`src/rtl/sd_init_if.sv`:
```
// sd_init_if: SPI bus between the SD init sequencer (master) and the card (slave).
interface sd_init_if;
  logic SD_MOSI;
  logic SD_CSn;
  logic SD_MISO;

  modport master (output SD_MOSI, output SD_CSn, input SD_MISO);
  modport slave  (input SD_MOSI, input SD_CSn, output SD_MISO);
endinterface

```
`src/rtl/sd_init.sv`:
```
// sd_init: SPI-mode SD card initialization sequencer.
// Power-up clocks, CMD0, CMD8, CMD55+ACMD41 polling, then init_o is raised.
// Optional macro SD_INIT_CMD58_EN: after ACMD41 succeeds, read the OCR with
// CMD58 and report its CCS bit on ccs (otherwise ccs is tied to 0).
// State and bus outputs change on the falling SD_CK edge; MISO is sampled on
// the rising edge, giving SPI mode 0.
module sd_init #(
  parameter int POWERUP_CLKS = 80,
  parameter int GAP_CLKS     = 8,
  parameter int RESP_TIMEOUT = 64,
  parameter int MAX_RETRY    = 1000
) (
  input  logic      SD_CK,
  input  logic      rst,
  input  logic      start,
  sd_init_if.master sd,
  output logic      init_o,
  output logic      init_err,
  output logic      ccs
);
  localparam int CMAX_A = (POWERUP_CLKS > RESP_TIMEOUT) ? POWERUP_CLKS : RESP_TIMEOUT;
  localparam int CMAX   = (CMAX_A > GAP_CLKS) ? CMAX_A : GAP_CLKS;
  localparam int CW     = $clog2(CMAX + 1);
  localparam int RW     = $clog2(MAX_RETRY + 1);

  localparam logic [CW-1:0] PWR_LAST = CW'(POWERUP_CLKS - 1);
  localparam logic [CW-1:0] GAP_LAST = CW'(GAP_CLKS - 1);
  localparam logic [CW-1:0] TMO_LAST = CW'(RESP_TIMEOUT - 1);
  localparam logic [RW-1:0] RETRY_MAX = RW'(MAX_RETRY);

  typedef enum logic [3:0] {
    S_IDLE, S_POWERUP, S_GAP, S_SEND_CMD, S_WAIT_RESP,
    S_RECV_RESP, S_CHECK, S_DONE, S_ERROR
  } state_t;

  typedef enum logic [2:0] {
    C_CMD0, C_CMD8, C_CMD55, C_ACMD41
`ifdef SD_INIT_CMD58_EN
    , C_CMD58
`endif
  } cmd_t;

  state_t        state_reg;
  cmd_t          cmd_reg;
  logic [CW-1:0] cnt_reg;
  logic [5:0]    bit_cnt_reg;
  logic [47:0]   tx_reg;
  logic [39:0]   shift_reg;
  logic [RW-1:0] retry_reg;
  logic          csn_reg;
  logic          mosi_reg;
  logic          init_reg;
  logic          err_reg;
  logic          miso_s;

  logic [47:0]   frame;
  logic          long_resp;
  logic [5:0]    resp_last;
  logic [7:0]    r1;
  logic          unused_resp;

  // Command frame for the command about to be sent
  always_comb begin
    frame = 48'hFFFF_FFFF_FFFF;
    case (cmd_reg)
      C_CMD0:   frame = 48'h40_0000_0000_95;
      C_CMD8:   frame = 48'h48_0000_01AA_87;
      C_CMD55:  frame = 48'h77_0000_0000_65;
      C_ACMD41: frame = 48'h69_4000_0000_77;
`ifdef SD_INIT_CMD58_EN
      C_CMD58:  frame = 48'h7A_0000_0000_FD;
`endif
      default:  frame = 48'hFFFF_FFFF_FFFF;
    endcase
  end

  // R7 (CMD8) and R3 (CMD58) are 40 bits with R1 in the top byte; R1 alone is 8 bits
`ifdef SD_INIT_CMD58_EN
  assign long_resp = (cmd_reg == C_CMD8) || (cmd_reg == C_CMD58);
`else
  assign long_resp = (cmd_reg == C_CMD8);
`endif
  assign resp_last   = long_resp ? 6'd39 : 6'd7;
  assign r1          = long_resp ? shift_reg[39:32] : shift_reg[7:0];
  assign unused_resp = ^shift_reg[31:12];

  // Sample card data on the rising edge; the FSM consumes it on the next falling edge
  always_ff @(posedge SD_CK) begin
    miso_s <= sd.SD_MISO;
  end

  // Main sequencer: all state and bus outputs registered on the falling edge
  always_ff @(negedge SD_CK) begin
    if (rst) begin
      state_reg   <= S_IDLE;
      cmd_reg     <= C_CMD0;
      cnt_reg     <= '0;
      bit_cnt_reg <= '0;
      tx_reg      <= '0;
      shift_reg   <= '0;
      retry_reg   <= '0;
      csn_reg     <= 1'b1;
      mosi_reg    <= 1'b1;
      init_reg    <= 1'b0;
      err_reg     <= 1'b0;
    end else begin
      case (state_reg)
        S_IDLE: begin
          csn_reg  <= 1'b1;
          mosi_reg <= 1'b1;
          if (start) begin
            state_reg <= S_POWERUP;
            cnt_reg   <= '0;
          end
        end
        S_POWERUP: begin
          csn_reg  <= 1'b1;
          mosi_reg <= 1'b1;
          if (cnt_reg == PWR_LAST) begin
            state_reg <= S_GAP;
            cmd_reg   <= C_CMD0;
            cnt_reg   <= '0;
          end else begin
            cnt_reg <= cnt_reg + 1'b1;
          end
        end
        S_GAP: begin
          csn_reg  <= 1'b1;
          mosi_reg <= 1'b1;
          if (cnt_reg == GAP_LAST) begin
            state_reg   <= S_SEND_CMD;
            tx_reg      <= frame;
            bit_cnt_reg <= '0;
          end else begin
            cnt_reg <= cnt_reg + 1'b1;
          end
        end
        S_SEND_CMD: begin
          csn_reg     <= 1'b0;
          mosi_reg    <= tx_reg[47];
          tx_reg      <= {tx_reg[46:0], 1'b1};
          bit_cnt_reg <= bit_cnt_reg + 1'b1;
          if (bit_cnt_reg == 6'd47) begin
            state_reg <= S_WAIT_RESP;
            cnt_reg   <= '0;
          end
        end
        S_WAIT_RESP: begin
          csn_reg  <= 1'b0;
          mosi_reg <= 1'b1;
          if (!miso_s) begin
            // The start bit is the response MSB; it is the zero left in the cleared register
            state_reg   <= S_RECV_RESP;
            shift_reg   <= '0;
            bit_cnt_reg <= 6'd1;
          end else if (cnt_reg == TMO_LAST) begin
            state_reg <= S_ERROR;
          end else begin
            cnt_reg <= cnt_reg + 1'b1;
          end
        end
        S_RECV_RESP: begin
          csn_reg     <= 1'b0;
          mosi_reg    <= 1'b1;
          shift_reg   <= {shift_reg[38:0], miso_s};
          bit_cnt_reg <= bit_cnt_reg + 1'b1;
          if (bit_cnt_reg == resp_last) begin
            state_reg <= S_CHECK;
          end
        end
        S_CHECK: begin
          csn_reg   <= 1'b1;
          mosi_reg  <= 1'b1;
          cnt_reg   <= '0;
          state_reg <= S_ERROR;
          case (cmd_reg)
            C_CMD0: begin
              if (r1 == 8'h01) begin
                state_reg <= S_GAP;
                cmd_reg   <= C_CMD8;
              end
            end
            C_CMD8: begin
              if (r1 == 8'h01 && shift_reg[11:0] == 12'h1AA) begin
                state_reg <= S_GAP;
                cmd_reg   <= C_CMD55;
              end
            end
            C_CMD55: begin
              if (r1 == 8'h01 || r1 == 8'h00) begin
                state_reg <= S_GAP;
                cmd_reg   <= C_ACMD41;
              end
            end
            C_ACMD41: begin
              if (r1 == 8'h00) begin
`ifdef SD_INIT_CMD58_EN
                state_reg <= S_GAP;
                cmd_reg   <= C_CMD58;
`else
                state_reg <= S_DONE;
`endif
              end else if (r1 == 8'h01) begin
                retry_reg <= retry_reg + 1'b1;
                if (retry_reg + 1'b1 != RETRY_MAX) begin
                  state_reg <= S_GAP;
                  cmd_reg   <= C_CMD55;
                end
              end
            end
`ifdef SD_INIT_CMD58_EN
            C_CMD58: begin
              if (r1 == 8'h00) begin
                state_reg <= S_DONE;
              end
            end
`endif
            default: state_reg <= S_ERROR;
          endcase
        end
        S_DONE: begin
          csn_reg  <= 1'b1;
          mosi_reg <= 1'b1;
          init_reg <= 1'b1;
        end
        S_ERROR: begin
          csn_reg  <= 1'b1;
          mosi_reg <= 1'b1;
          err_reg  <= 1'b1;
        end
        default: state_reg <= S_IDLE;
      endcase
    end
  end

`ifdef SD_INIT_CMD58_EN
  logic ccs_reg;

  // Capture CCS (OCR bit 30) from a good CMD58 response
  always_ff @(negedge SD_CK) begin
    if (rst) begin
      ccs_reg <= 1'b0;
    end else if (state_reg == S_CHECK && cmd_reg == C_CMD58 && r1 == 8'h00) begin
      ccs_reg <= shift_reg[30];
    end
  end

  assign ccs = ccs_reg;
`else
  assign ccs = 1'b0;
`endif

  assign sd.SD_CSn  = csn_reg;
  assign sd.SD_MOSI = mosi_reg;
  assign init_o     = init_reg;
  assign init_err   = err_reg;
endmodule

```
`src/flat_wrapper.sv`:
```
// flat-port wrapper written by rule: the top's interface ports become plain ports
module sd_init_flat 
#(
  parameter int POWERUP_CLKS = 80,
  parameter int GAP_CLKS     = 8,
  parameter int RESP_TIMEOUT = 64,
  parameter int MAX_RETRY    = 1000
)
  (SD_CK, rst, start, init_o, init_err, ccs, sd_SD_MOSI, sd_SD_CSn, sd_SD_MISO);
  sd_init_if sd_i ();
  input  logic SD_CK;
  input  logic rst;
  input  logic start;
  output logic init_o;
  output logic init_err;
  output logic ccs;
  output wire logic [$bits(sd_i.SD_MOSI)-1:0] sd_SD_MOSI;
  output wire logic [$bits(sd_i.SD_CSn)-1:0] sd_SD_CSn;
  input wire logic [$bits(sd_i.SD_MISO)-1:0] sd_SD_MISO;
  assign sd_SD_MOSI = sd_i.SD_MOSI;
  assign sd_SD_CSn = sd_i.SD_CSn;
  assign sd_i.SD_MISO = sd_SD_MISO;
  sd_init #(.POWERUP_CLKS(POWERUP_CLKS), .GAP_CLKS(GAP_CLKS), .RESP_TIMEOUT(RESP_TIMEOUT), .MAX_RETRY(MAX_RETRY)) u_core (.SD_CK(SD_CK), .rst(rst), .start(start), .sd(sd_i), .init_o(init_o), .init_err(init_err), .ccs(ccs));
endmodule
```
`config.mk`:
```
export PLATFORM = sky130hd
export DESIGN_NAME = sd_init_flat
export DESIGN_NICKNAME = d
export VERILOG_FILES = /design/src/rtl/sd_init_if.sv /design/src/rtl/sd_init.sv /design/src/flat_wrapper.sv
export SDC_FILE = /design/constraint.sdc
export NUM_CORES = 1
export LEC_CHECK = 0
export CELL_PAD_IN_SITES_DETAIL_PLACEMENT = 1
export CELL_PAD_IN_SITES_GLOBAL_PLACEMENT = 2
export CORE_ASPECT_RATIO = 1.5
export CORE_MARGIN = 4
export CORE_UTILIZATION = 35
export DETAILED_ROUTE_END_ITERATION = 16
export MAX_ROUTING_LAYER = met4
export PLACE_DENSITY_LB_ADDON = 0.1
export RECOVER_POWER = 50
export SLEW_MARGIN = 20
export SYNTH_ARGS = -nofsm -noshare
export SYNTH_HDL_FRONTEND = slang
export SYNTH_SLANG_ARGS = --single-unit
```
`constraint.sdc`:
```
create_clock -name SD_CK -period 2.5 [get_ports SD_CK]
set_input_delay 0.5 -clock SD_CK [delete_from_list [all_inputs] [get_ports SD_CK]]
set_output_delay 0.5 -clock SD_CK [all_outputs]
set_load 0.005 [all_outputs]
```
---- Word-level counts from Yosys, hierarchy flattened ----
Index checks and enable logic that the tools add are counted.
word-level totals
  bits in registers ....................... 123
  input bits .............................. 4
  output and inout bits ................... 5
  word-level logic and storage cells ...... 120
cells by class
  add/subtract/negate cells ............... 3
  eq/ne operators ......................... 36
  mux-type cells .......................... 43
  bitwise operators ....................... 2
  reduce and logical (&&, ||, !) cells .... 24
operators by type and width
  operator                                                count
  one-hot mux 48 bit (4 select lines)                     1
  one-hot mux 48 bit (2 select lines)                     1
  one-hot mux 40 bit (2 select lines)                     1
  2-to-1 mux 4 bit                                        13
  2-to-1 mux 48 bit                                       1
  2-to-1 mux 7 bit                                        6
  one-hot mux 7 bit (6 select lines)                      1
  2-to-1 mux 40 bit                                       1
  one-hot mux 4 bit (8 select lines)                      1
  2-to-1 mux 3 bit                                        7
  2-to-1 mux 6 bit                                        3
  one-hot mux 6 bit (3 select lines)                      1
  equality test 4 x 3 -> 1 bit (second input constant)    4
  one-hot mux 4 bit (4 select lines)                      1
  equality test 12 x 9 -> 1 bit (second input constant)   1
  inequality test 3 x 2 -> 1 bit (second input constant)  4
  one-hot mux 3 bit (4 select lines)                      1
  adder 10 x 1 -> 10 bit (second input constant)          1
  inequality test 10 bit (second input constant)          1
  inequality test 2 x 1 -> 1 bit (second input constant)  5
  nonzero test 2 bit                                      5
  inequality test 3 bit (second input constant)           3
  AND reduction 9 bit                                     1
  equality test 4 x 2 -> 1 bit (second input constant)    2
  other kinds (34)                                        42

---- Logic depth before layout (Yosys ltp) ----
  depth in word-level cells ............... 7
  gate-level depth with buffers ........... 10
  depth with buffers taken out ............ 8

==> impl_results.md <==
- Area contributors post-synth: dfxtp_1 45%, nor2_1 8.3%, a22oi_1 5.5%
- Io pins: 9
- Violated checks: setup timing
- Critical Path RT: 1560 ps
- Vias per cell: 5.40
- Post-route insts no fill: 1015
- Register area share after synthesis: 45.5%
- YS warnings: 0
- Synthesized cell area: 5370 um2
- Inst Count DP: 842
- P_sw: 0.00238 W
- Die area: 17400 um2
- Power Total: 0.00676 W
- CP arrival: 1870 ps
- Fill cell count: 1742
- Routed vias: 5480
- Outcome: complete, but fails checks
- Gpl congestion: 0.792
- Routed WL: 17.3 mm
- Grt ovf: 0
- Mux contribution to synthesized area: 1.51%
- DRT iter0 DRCs: 221
- Root buf cell: clkbuf_16
- Synth Area in Adders: 1.86%
- Final HPWL DP: 10.2 mm
- Post-synth cell types: 63
- Pin count of the biggest net entering global routing: 41
- Commonest non-fill, non-tap cell in the layout: inv_1
- Antenna-violating nets left: 0
- Cell-internal power: 0.00439 W
- Setup CP Type: flip-flop to flip-flop
- Hold crit path type: flip-flop to flip-flop
- Rel. slew slack: 58.3%
- Sw Share: 35.1%
- Synth Area in XOR/XNOR: 2.12%
- Power Dens Cells: 867 nW/um2
- Row cnt: 55
- Hold_buf cts: 0
- Top-area cell type share of the netlist area: 45.5%
- Critical path capture point type: flip-flop
- Measured slew at the worst slew-check pin: 618 ps
- Initial antenna violation count: 0
- Primary FF master, synth: dfxtp_1
- Clock skew: 54.9 ps
- GRT Util Overall: 21.7%
- Total CTS buffers: 17
- Clk network pwr share: 46.8%
- Clock latency on the worst-skew pair: 470 ps
- Initial core utilization: 35.6%
- Max H-tree Level: 4
- Syn-to-layout area delta: 45.2%
- Worst setup margin: -308 ps
- FF+latch count, synth: 122
- Port bufs: 7
- Core area: 15100 um2
- Startpoint types: flip-flop
- Synth Area in Compound Gates: 20.8%
- Max-Cap Viols: 0
- RSZ-0062 raised after global routing: true
- Seq pwr share: 31.5%
- Synth Area in Simple Gates: 24.1%
- Count of final max-slew check failures: 0
- Post-synthesis async set-or-reset flop share: 0%
- DR WL/cell: 17.0 um
- # setup viols final: 60
- Hold Vio Cnt, Final: 0
- Commonest non-fill, non-tap cells in the layout: 129 x inv_1, 116 x nor2_1, 115 x dfxtp_1, 61 x buf_4, 39 x a22oi_2
- Layout cell share with drive strength beyond 1: 26.0%
- Syn nets: 633
- CTS Buffer Depth: 2
- Largest family of logic cells by synthesized area: simple AND/OR/NAND/NOR gates
- First-pass GRT wire length: 29.3 mm
- Syn_area_per_cell: 8.65 um2
- Peak fanout along the critical path: 7
- Chip height: 160 um
- Max FFs per register: 48
- Vias in the first global route: 6234
- Die Span X: 109 um
- CTS tree: yes
- Mapped Cells: 621
- Layout Nets: 815
- Sink Count: 122
- Post-synth EDFFs: 0
- Leak: 3.31 nW
- DRC Markers: 0
- Worst-path clk slew: 60 ps
- Antenna diodes: 0
- Combinational share of power: 21.6%
- Peak VDD IR: 0.415 mV
- Pre-antenna DRT Iters: 5
- Synth area leader: dfxtp_1
[worst max-delay path, cell delays in order (launching register included)]
cell and delay (ps):
dfxtp_2 330, buf_4 170, a211o_4 430, buf_12 170
buf_16 130, a22oi_2 150, nor2_1 60
[through the flow]
step / util (%) / hold WS (ps) / cell area, um2 / TNS, ps / worst slack [ps]
finish: 51.7 / 439 / 7800 / -13920 / -308
global route: 51.7 / 467 / 7800 / -18310 / -399
CTS: 50.6 / 449 / 7620 / -17430 / -430
global placement: 40.5 / 440 / 6100 / -19690 / -963
detailed placement: 40.5 / 451 / 6100 / -21890 / -979
floorplan: - / 427 / 5520 / -4690 / -501
[layout make-up]
class                           count  area, um2  area share (%)
Clock buffer                       18        450            5.78
Clock inverter                    135        573            7.35
Inverter                            6       22.5           0.289
Multi-Input combinational cell    443       3140            40.3
Sequential cell                   122       2460            31.5
Tap cell                          199        249            3.19
Timing Repair Buffer               92        901            11.6
[path summary, 6_finish.rpt]
| kind | end | slack, ps | depth (start not counted) | start |
|---|---|---|---|---|
| worst min register to register | u_core.tx_reg[5] | 440 | 2 | u_core.tx_reg[4] |
| worst min-delay path | u_core.tx_reg[5] | 440 | 2 | u_core.tx_reg[4] |
| worst max-delay path | u_core.shift_reg[31] | -310 | 6 | u_core.miso_s |
| worst max register to register | u_core.shift_reg[31] | -310 | 6 | u_core.miso_s |
[cells in the mapped netlist (3+ instances only)]
library cell	n
nor3_1	20
or3_1	5
o211ai_1	5
nor2b_1	5
or2_2	3
nand2_1	34
a22oi_1	39
nor4b_1	4
a221oi_1	31
nand2b_1	7
xor2_1	9
o31ai_1	3
clkbuf_1	39
xnor2_1	4
or4_1	9
nor2_1	119
and2_1	4
o311ai_0	3
buf_1	6
a211oi_1	6
ha_1	8
nand4b_1	3
buf_2	3
nor4_1	7
dfxtp_1	122
a21oi_1	22
o21ai_0	12
a31oi_1	10
nand3_1	12
nand4_1	8
and3_1	9
mux2i_1	7
inv_1	6
[kinds of logic (layout without fill, tap and decap cells)]
family / Yosys count / count (layout)
mux: 8 / 8
xor+xnor: 13 / 13
compound gates: 151 / 151
buf+inv: 56 / 251
fa+ha+maj: 8 / 8
flops: 122 / 122
simple gates: 262 / 262
other cells: 1 / 1
[layer usage]
metal	GRT usage [%]	part of all wire (%)	up-vias
li1	-	-	2651
met1	21.4	40	2720
met2	36.6	56	82
met3	6.59	2.8	27
met4	13.2	1.6	0
met5	-	0	-
[timing repair]
action | in CTS | in global routing
gates cloned | 7 | 0
pin swaps | 48 | 21
setup endpoints to repair | 64 | 71
gates resized for setup | 80 | 36
setup buffers | 9 | 9
[power by group through the flow]
stage / combinational [W] / clock, W / sequential [W]
2_1_floorplan: 0.000774 / 0.000295 / 0.00209
3_3_place_gp: 0.00108 / 0.000295 / 0.00215
3_5_place_dp: 0.00111 / 0.000295 / 0.00215
4_1_cts: 0.00138 / 0.00328 / 0.00213
5_1_grt: 0.00159 / 0.00355 / 0.00214
6_report: 0.00146 / 0.00317 / 0.00213
No activity file was read; power rests on OpenSTA's default activity.
